==> src/rtl/seq_gen_serial.sv <==
`default_nettype none
// ============================================================================
//  Module   : seq_gen_serial
//  Brief    : Serial bit-pattern generator. Emits a latched pattern MSB-first
//             (starting at bit len-1), repeated reps times with optional idle
//             gap cycles between repetitions, gated by an advance enable.
//  Revision : 1.0  initial release
// ============================================================================
module seq_gen_serial #(
  parameter int W  = 16,  // maximum pattern width in bits
  parameter int LW = 5    // width of len; 2**LW must exceed W
) (
  input  logic          clk,
  input  logic          rst,
  input  logic          load_valid,
  output logic          load_ready,
  input  logic [W-1:0]  pattern,
  input  logic [LW-1:0] len,
  input  logic [3:0]    reps,
  input  logic [3:0]    gap,
  input  logic          en,
  output logic          out,
  output logic          out_valid,
  output logic          busy,
  output logic          done
);

  typedef enum logic [1:0] {
    IDLE  = 2'd0,
    SHIFT = 2'd1,
    GAP   = 2'd2
  } state_t;

  localparam logic [LW-1:0] C_LEN_MAX = LW'(W);
  localparam logic [LW-1:0] C_ONE     = LW'(1);

  state_t        state_q,     state_d;
  logic [W-1:0]  pat_q,       pat_d;
  logic [LW-1:0] len_q,       len_d;
  logic [LW-1:0] idx_q,       idx_d;
  logic [3:0]    reps_q,      reps_d;
  logic [3:0]    gap_cfg_q,   gap_cfg_d;
  logic [3:0]    gap_cnt_q,   gap_cnt_d;
  logic          out_q,       out_d;
  logic          out_valid_q, out_valid_d;
  logic          done_q,      done_d;

  logic [LW-1:0] w_len_clamp;

  // Select one pattern bit by a runtime index without a width-mismatched part-select
  function automatic logic bit_at(input logic [W-1:0] p, input logic [LW-1:0] i);
    logic [W-1:0] s;
    s = p >> i;
    return s[0];
  endfunction

  // Next-state and next-output computation for the IDLE/SHIFT/GAP sequencer
  always_comb begin
    state_d     = state_q;
    pat_d       = pat_q;
    len_d       = len_q;
    idx_d       = idx_q;
    reps_d      = reps_q;
    gap_cfg_d   = gap_cfg_q;
    gap_cnt_d   = gap_cnt_q;
    out_d       = out_q;
    out_valid_d = out_valid_q;
    done_d      = 1'b0;
    w_len_clamp = (len > C_LEN_MAX) ? C_LEN_MAX : len;

    case (state_q)
      IDLE: begin
        out_d       = 1'b0;
        out_valid_d = 1'b0;
        if (load_valid) begin
          pat_d     = pattern;
          len_d     = w_len_clamp;
          gap_cfg_d = gap;
          reps_d    = (reps == 4'd0) ? 4'd1 : reps;
          if (w_len_clamp != '0) begin
            state_d     = SHIFT;
            idx_d       = w_len_clamp - C_ONE;
            out_d       = bit_at(pattern, w_len_clamp - C_ONE);
            out_valid_d = 1'b1;
          end else begin
            // Empty job: nothing to shift, just acknowledge completion
            done_d = 1'b1;
          end
        end
      end

      SHIFT: begin
        if (en) begin
          if (idx_q != '0) begin
            idx_d = idx_q - C_ONE;
            out_d = bit_at(pat_q, idx_q - C_ONE);
          end else if (reps_q > 4'd1) begin
            reps_d = reps_q - 4'd1;
            if (gap_cfg_q != 4'd0) begin
              state_d     = GAP;
              gap_cnt_d   = gap_cfg_q;
              out_d       = 1'b0;
              out_valid_d = 1'b0;
            end else begin
              // Zero gap: restart the pattern with no bubble
              idx_d = len_q - C_ONE;
              out_d = bit_at(pat_q, len_q - C_ONE);
            end
          end else begin
            state_d     = IDLE;
            out_d       = 1'b0;
            out_valid_d = 1'b0;
            done_d      = 1'b1;
          end
        end
      end

      GAP: begin
        if (en) begin
          // gap_cnt holds the idle cycles remaining, including the current one
          if (gap_cnt_q > 4'd1) begin
            gap_cnt_d = gap_cnt_q - 4'd1;
          end else begin
            state_d     = SHIFT;
            idx_d       = len_q - C_ONE;
            out_d       = bit_at(pat_q, len_q - C_ONE);
            out_valid_d = 1'b1;
          end
        end
      end

      default: begin
        state_d     = IDLE;
        out_d       = 1'b0;
        out_valid_d = 1'b0;
      end
    endcase
  end

  // State and registered-output update with synchronous reset
  always_ff @(posedge clk) begin
    if (rst) begin
      state_q     <= IDLE;
      pat_q       <= '0;
      len_q       <= '0;
      idx_q       <= '0;
      reps_q      <= '0;
      gap_cfg_q   <= '0;
      gap_cnt_q   <= '0;
      out_q       <= 1'b0;
      out_valid_q <= 1'b0;
      done_q      <= 1'b0;
    end else begin
      state_q     <= state_d;
      pat_q       <= pat_d;
      len_q       <= len_d;
      idx_q       <= idx_d;
      reps_q      <= reps_d;
      gap_cfg_q   <= gap_cfg_d;
      gap_cnt_q   <= gap_cnt_d;
      out_q       <= out_d;
      out_valid_q <= out_valid_d;
      done_q      <= done_d;
    end
  end

  assign load_ready = (state_q == IDLE);
  assign busy       = (state_q == SHIFT) || (state_q == GAP);
  assign out        = out_q;
  assign out_valid  = out_valid_q;
  assign done       = done_q;

endmodule
`default_nettype wire
==> config.mk <==
export PLATFORM = sky130hd
export DESIGN_NAME = seq_gen_serial
export DESIGN_NICKNAME = d
export VERILOG_FILES = /design/src/rtl/seq_gen_serial.sv
export SDC_FILE = /design/constraint.sdc
export NUM_CORES = 1
export LEC_CHECK = 0
export BUFFER_PORTS_ARGS = -buffer_cell sky130_fd_sc_hd__buf_2
export CORE_MARGIN = 5
export CORE_UTILIZATION = 50
export DETAILED_ROUTE_END_ITERATION = 6
export PLACE_DENSITY_LB_ADDON = 0.08
export SYNTH_ARGS = -nofsm -noshare
export SYNTH_HDL_FRONTEND = slang
export SYNTH_SLANG_ARGS = --single-unit
==> constraint.sdc <==
create_clock -name clk -period 3.5 [get_ports clk]
set_input_delay 0.175 -clock clk [delete_from_list [all_inputs] [get_ports clk]]
set_output_delay 0.175 -clock clk [all_outputs]
set_load 0.01 [all_outputs]
==> metrics.txt, run 1 <==
Post-synth EDFFs 0; status complete, no violations; PortBufs 37; Post-Synthesis Cells 344; IO Pins 38; final WL 6700 um; nets@finish 414; number of global-route vias before repair 2319; Row Count 27; CP required 3.70 ns; Setup Total Neg Slack 0 ns; cell at the root of the clock tree clkbuf_8; DRC errors left 0; CTS tree built; class of the worst hold path input pin to register; Max Slew Vio Count 0; ANT cells 0; Via Count 2501; Power, Total 2.21 mW; placement-stage cell area 2950 sq um; largest net degree at the start of global routing 44; All-Layer GR Usage 19.4%; synth warn 0; initial antenna violation count 0; peak supply drop 0.339 mV; Synth Cell Area 2760 sq um; CP Class register to register; Reg clk slew, reported paths 0.09 ns; Worst-Skew Late Latency 0.30 ns; starting density of the core 50.7%; crit path max fanout 10; Slew @ Worst Pin 0.840 ns; ys async rst share 0%; CTS resizes 0; Max clock buf depth 2; wire per inst 15.2 um; HPWL after detailed placement 4950 um; Core Box Area 5440 sq um; CTS sink count 43; Hold-fix buffers, CTS 0; fin crit share 76.8%; Cells after DPL 433; die width 84.3 um; vias per std cell 5.67; Period minus WS final 2.69 ns; final hold violations 0; syn avg cell area 8.02 sq um; fraction of layout cells with a size suffix above 1 18.7%; LEAKAGE 1.21 nW; first-pass GRT wire length 11200 um; RSZ-0062 raised after global routing false; Seq cells post-synth 43; Synth top area share 31.2%; H-Tree Depth 2; placer congestion estimate 0.867; Seq/Total Area, Yosys 31.2%; cell taking the most area after synthesis dfxtp_1; DR iter-0 viols 149; ys flop type dfxtp_1; Post-CTS Setup Repair Bufs 0; clock buffer count from CTS 5; Yosys cell types 48; skew final 0.00983 ns; Final Setup Violations 0; max_cap viols 0; Slew HR 44.0%; post-route insts no fill 441; CP startpoint kind register; Pwr Density 715 nW/um^2; P&R area growth vs syn 11.9%; grt ovf 0; drt pass-1 iters 4; Post-DRT Antenna Nets 0; largest cells by area after synthesis dfxtp_1, mux4_2, nand2_1; die height 84.3 um; post-route cell area 3090 sq um; FF-to-FF setup slack 0.81 ns; Syn Nets 390; WP data arrival 2.88 ns; fmax 0.372 GHz; crit end category register; Die Footprint 7100 sq um
## layout make-up
type / instances / area, sq um
clock buffers: 6 / 72.6
clock inverters: 2 / 60.1
fillers: 534 / 2350
inverters: 15 / 56.3
multi-input cells: 263 / 1740
flip-flops and latches: 43 / 861
well taps: 72 / 90.1
repair buffers: 40 / 208
## worst max-delay path, stage by stage (launching register included)
cell and delay, ns:
dfxtp_1 0.53, inv_1 0.13, ha_1 0.28, xor2_1 0.44
mux4_2 0.55, nand2b_1 0.15, o2111ai_1 0.11, nand3_1 0.10
o31a_1 0.28
## logic make-up (layout without fill, tap and decap cells)
kind of cell,count (synthesis),in the layout,share of synthesized area [%]
compound gates,83,83,18.5
xor+xnor,8,8,2.54
fa+ha+maj,13,13,5.90
buf+inv,38,63,5.72
flops,43,43,31.2
mux,20,20,12.3
simple gates,139,139,23.9
## synthesized netlist by cell type, types with 3 or more instances
cell / instances
buf_1: 3
nor2_1: 29
inv_1: 15
ha_1: 13
mux4_2: 11
a2111oi_0: 4
or2_2: 5
xor2_1: 4
dfxtp_1: 43
a211o_1: 3
xnor2_1: 4
o211ai_1: 3
a211oi_1: 4
nor3_1: 7
clkbuf_1: 18
nor2b_1: 6
a21oi_1: 43
nand2b_1: 8
mux2i_1: 8
o21ai_0: 9
nand3_1: 5
nand2_1: 63
## layout by cell type, fill, tap and decap left out, drive strengths merged, types with 2 or more instances in the layout
cell type,instances
nor3b,2
o211ai,3
nand2b,8
o31a,2
a211oi,4
a21oi,45
xor2,4
a2111oi,4
or3,2
a32oi,2
mux4,11
mux2i,8
ha,13
and2,2
nor2,29
a211o,3
or2,5
xnor2,4
nor3,7
clkbuf,6
o22ai,2
bufinv,2
nand3,5
nand4,2
nor2b,6
nor4b,2
inv,15
nand2,63
o21ai,10
buf,40
or4b,2
dfxtp,43
## final timing paths
path | to | cells past startpoint | start
worst max-delay path | out$_SDFFE_PP0P_ | 8 | idx_q[0]$_SDFFE_PP0P_
worst min register to register | gap_cfg_q[1]$_SDFFE_PP0P_ | 2 | gap_cfg_q[1]$_SDFFE_PP0P_
worst max register to register | out$_SDFFE_PP0P_ | 8 | idx_q[0]$_SDFFE_PP0P_
worst min-delay path | gap_cfg_q[3]$_SDFFE_PP0P_ | 3 | gap[3]
## flip-flops by register name, indices dropped and copies added, names as in the netlist
| register | flops |
|---|---|
| pat_q | 16 |
| idx_q | 5 |
| len_q | 5 |
| gap_cfg_q | 4 |
| gap_cnt_q | 4 |
| reps_q | 4 |
| state_q | 2 |
| done | 1 |
| out | 1 |
| out_valid | 1 |
## report_power, final
| group | leakage [nW] | internal, mW | total [mW] | switching (mW) |
|---|---|---|---|---|
| clock | 0.0654 | 0.285 | 0.463 | 0.178 |
| sequential | 0.352 | 0.590 | 0.697 | 0.106 |
| combinational | 0.791 | 0.441 | 1.05 | 0.606 |
| total | 1.21 | 1.32 | 2.21 | 0.890 |
## stage by stage
step	hold slack (ns)	utilization, %	worst slack [ns]
after global routing	0.0989	56.8	0.637
after floorplan	0.311	-	0.961
final	0.104	56.8	0.813
after global placement	0.418	54.3	0.910
after detailed placement	0.423	54.3	0.868
after CTS	0.0962	56.8	0.841
## routing by layer
metal / share of wire [%] / GRT usage, % / vias to the layer above
met3: 3.9 / 3.73 / 13
met4: 2.4 / 6.58 / 0
met5: 0 / 0 / -
met1: 45 / 24.4 / 1182
met2: 49 / 33.1 / 53
li1: - / - / 1253
(Power assumes the default switching activity.)
==> inputs of run 2 (changes only) <==
--- a/config.mk
+++ b/config.mk
@@ -5,6 +5,7 @@
 export SDC_FILE = /design/constraint.sdc
 export NUM_CORES = 1
 export LEC_CHECK = 0
+export ABC_AREA = 1
 export BUFFER_PORTS_ARGS = -buffer_cell sky130_fd_sc_hd__buf_2
 export CORE_MARGIN = 5
 export CORE_UTILIZATION = 50
==> constraint.sdc (replaced) <==
create_clock -name clk -period 2.62 [get_ports clk]
set_input_delay 0.131 -clock clk [delete_from_list [all_inputs] [get_ports clk]]
set_output_delay 0.131 -clock clk [all_outputs]
set_load 0.01 [all_outputs]
==> metrics.txt, run 2 <==
status complete, no violations; Top reg by flops pat_q; Max clock buf depth 2; DR iter-0 viols 231; fmax 0.475 GHz; vias per std cell 5.61; Worst-Skew Late Latency 0.30 ns; die width 84.9 um; flip-flop count of the largest register after layout 16; Post-CTS Setup Repair Bufs 0; CP required 2.86 ns; P&R area growth vs syn 11.2%; initial antenna violation count 0; clock buffer count from CTS 5; Post-synth EDFFs 0; Filler Cells Inserted 561; starting density of the core 51.3%; Post-DRT Antenna Nets 0; dpl ws 0.508 ns; Hold-fix buffers, CTS 0; crit-path cells inv_1 > ha_1 > inv_4 > o22ai_1 > clkinv_1 > o2111ai_4 > nor3_4 > o221ai_1 > a21oi_2; ys flop type dfxtp_1; die height 84.9 um; wire per inst 14.7 um; fin crit share 80.3%; CP startpoint kind register; syn avg cell area 6.93 sq um; drt pass-1 iters 5; largest net degree at the start of global routing 28; PortBufs 37; final hold violations 0; synth warn 0; Reg clk slew, reported paths 0.09 ns; placer congestion estimate 0.875; CP Class register to register; Worst Slack Setup Final 0.517 ns; nets@finish 482; Synth Cell Area 2810 sq um; Yosys cell types 45; hold slack 0.0784 ns; IO Pins 38; Seq/Total Area, Yosys 30.7%; CTS resizes 0; top flop regs pat_q (16), idx_q (5), len_q (5); cell at the root of the clock tree clkbuf_8; max_cap viols 0; Row Count 27; Period minus WS final 2.10 ns; Crit-path slowest cell dfxtp_1; CTS tree built; Seq cells post-synth 43; DRC errors left 0; final WL 7470 um; number of global-route vias before repair 2616; WP data arrival 2.34 ns; post-route cell area 3120 sq um; Slew @ Worst Pin 0.648 ns; Synth top area share 30.7%; crit end category register; placement-stage cell area 3020 sq um; slowest stage delay, CP 0.41 ns; largest cells by area after synthesis dfxtp_1, o21ai_0, nand3_1; Die Footprint 7210 sq um; crit path max fanout 13; Via Count 2853; ANT cells 0; Core Box Area 5470 sq um; peak supply drop 0.507 mV; ys async rst share 0%; LEAKAGE 1.36 nW; cell taking the most area after synthesis dfxtp_1; fraction of layout cells with a size suffix above 1 16.7%; All-Layer GR Usage 20.9%; CTS sink count 43; Pwr Density 1200 nW/um^2; first-pass GRT wire length 12500 um; Syn Nets 451; skew final 0.0112 ns; grt ovf 0; Max Slew Vio Count 0; HPWL after detailed placement 5720 um; Slew HR 56.8%; Post-Synthesis Cells 405; most frequent cells in the layout nor2_1, o21ai_0, nand2_1, nand3_1, dfxtp_1; RSZ-0062 raised after global routing false; commonest cells in the synthesized netlist nor2_1, o21ai_0, nand2_1, nand3_1, dfxtp_1; Setup Total Neg Slack 0 ns; class of the worst hold path input pin to register; H-Tree Depth 2; Final Setup Violations 0
==> run 2: worst max-delay path, delay by kind of cell, from the launching register on <==
family,cells,cell delay [ns]
simple gates,1,0.31
compound gates,4,0.59
buf+inv,3,0.39
flops,1,0.41
fa+ha+maj,1,0.33
==> run 2: kinds of logic after synthesis <==
logic type,share of synthesized area [%]
buffers and inverters,9.41
XOR/XNOR,2.50
AND/OR/NAND/NOR,29.1
AO/OA/AOI/OAI,22.5
flip-flops,30.7
adder cells (fa/ha/maj),5.80
==> run 2: cell type report <==
type / count / area, sq um / area share (%)
timing repair buffer: 42 / 223 / 7.14
clock buffer: 6 / 82.6 / 2.65
sequential: 43 / 861 / 27.6
multi-input combinational: 302 / 1680 / 53.9
inverter: 42 / 165 / 5.30
tap: 72 / 90.1 / 2.89
clock inverter: 2 / 16.3 / 0.522
==> run 2: per-stage QoR <==
step	power [mW]	util (%)	instances
final	3.75	57.0	509
after global routing	4.08	57.0	509
after CTS	3.74	57.0	509
after detailed placement	3.28	55.2	501
after global placement	3.25	55.2	501
after floorplan	2.79	-	405
==> run 2: layer usage <==
metal / wire length, um / GRT usage, % / share of wire, % / vias to the layer above
met2: 3350 / 32.9 / 45 / 84
met4: 55 / 3.60 / 0.74 / 0
met3: 468 / 5.15 / 6.3 / 6
met5: 0 / 0 / 0 / -
li1: - / - / - / 1430
met1: 3590 / 29.4 / 48 / 1333
==> run 2: worst paths after layout <==
path / endpoint / cells after the start / slack, ns / start
setup reg to reg: idx_q[0]$_SDFFE_PP0P_ / 9 / 0.52 / state_q[1]$_SDFFE_PP0P_
hold reg to reg: gap_cfg_q[2]$_SDFFE_PP0P_ / 2 / 0.49 / gap_cfg_q[2]$_SDFFE_PP0P_
setup / recovery: idx_q[0]$_SDFFE_PP0P_ / 9 / 0.52 / state_q[1]$_SDFFE_PP0P_
hold / removal: gap_cfg_q[1]$_SDFFE_PP0P_ / 3 / 0.08 / gap[1]
==> run 2: power by group <==
| group | switching (mW) | internal (mW) | leakage (nW) | total (mW) |
|---|---|---|---|---|
| clock | 0.244 | 0.215 | 0.0474 | 0.460 |
| sequential | 0.167 | 0.865 | 0.355 | 1.03 |
| combinational | 1.44 | 0.820 | 0.957 | 2.26 |
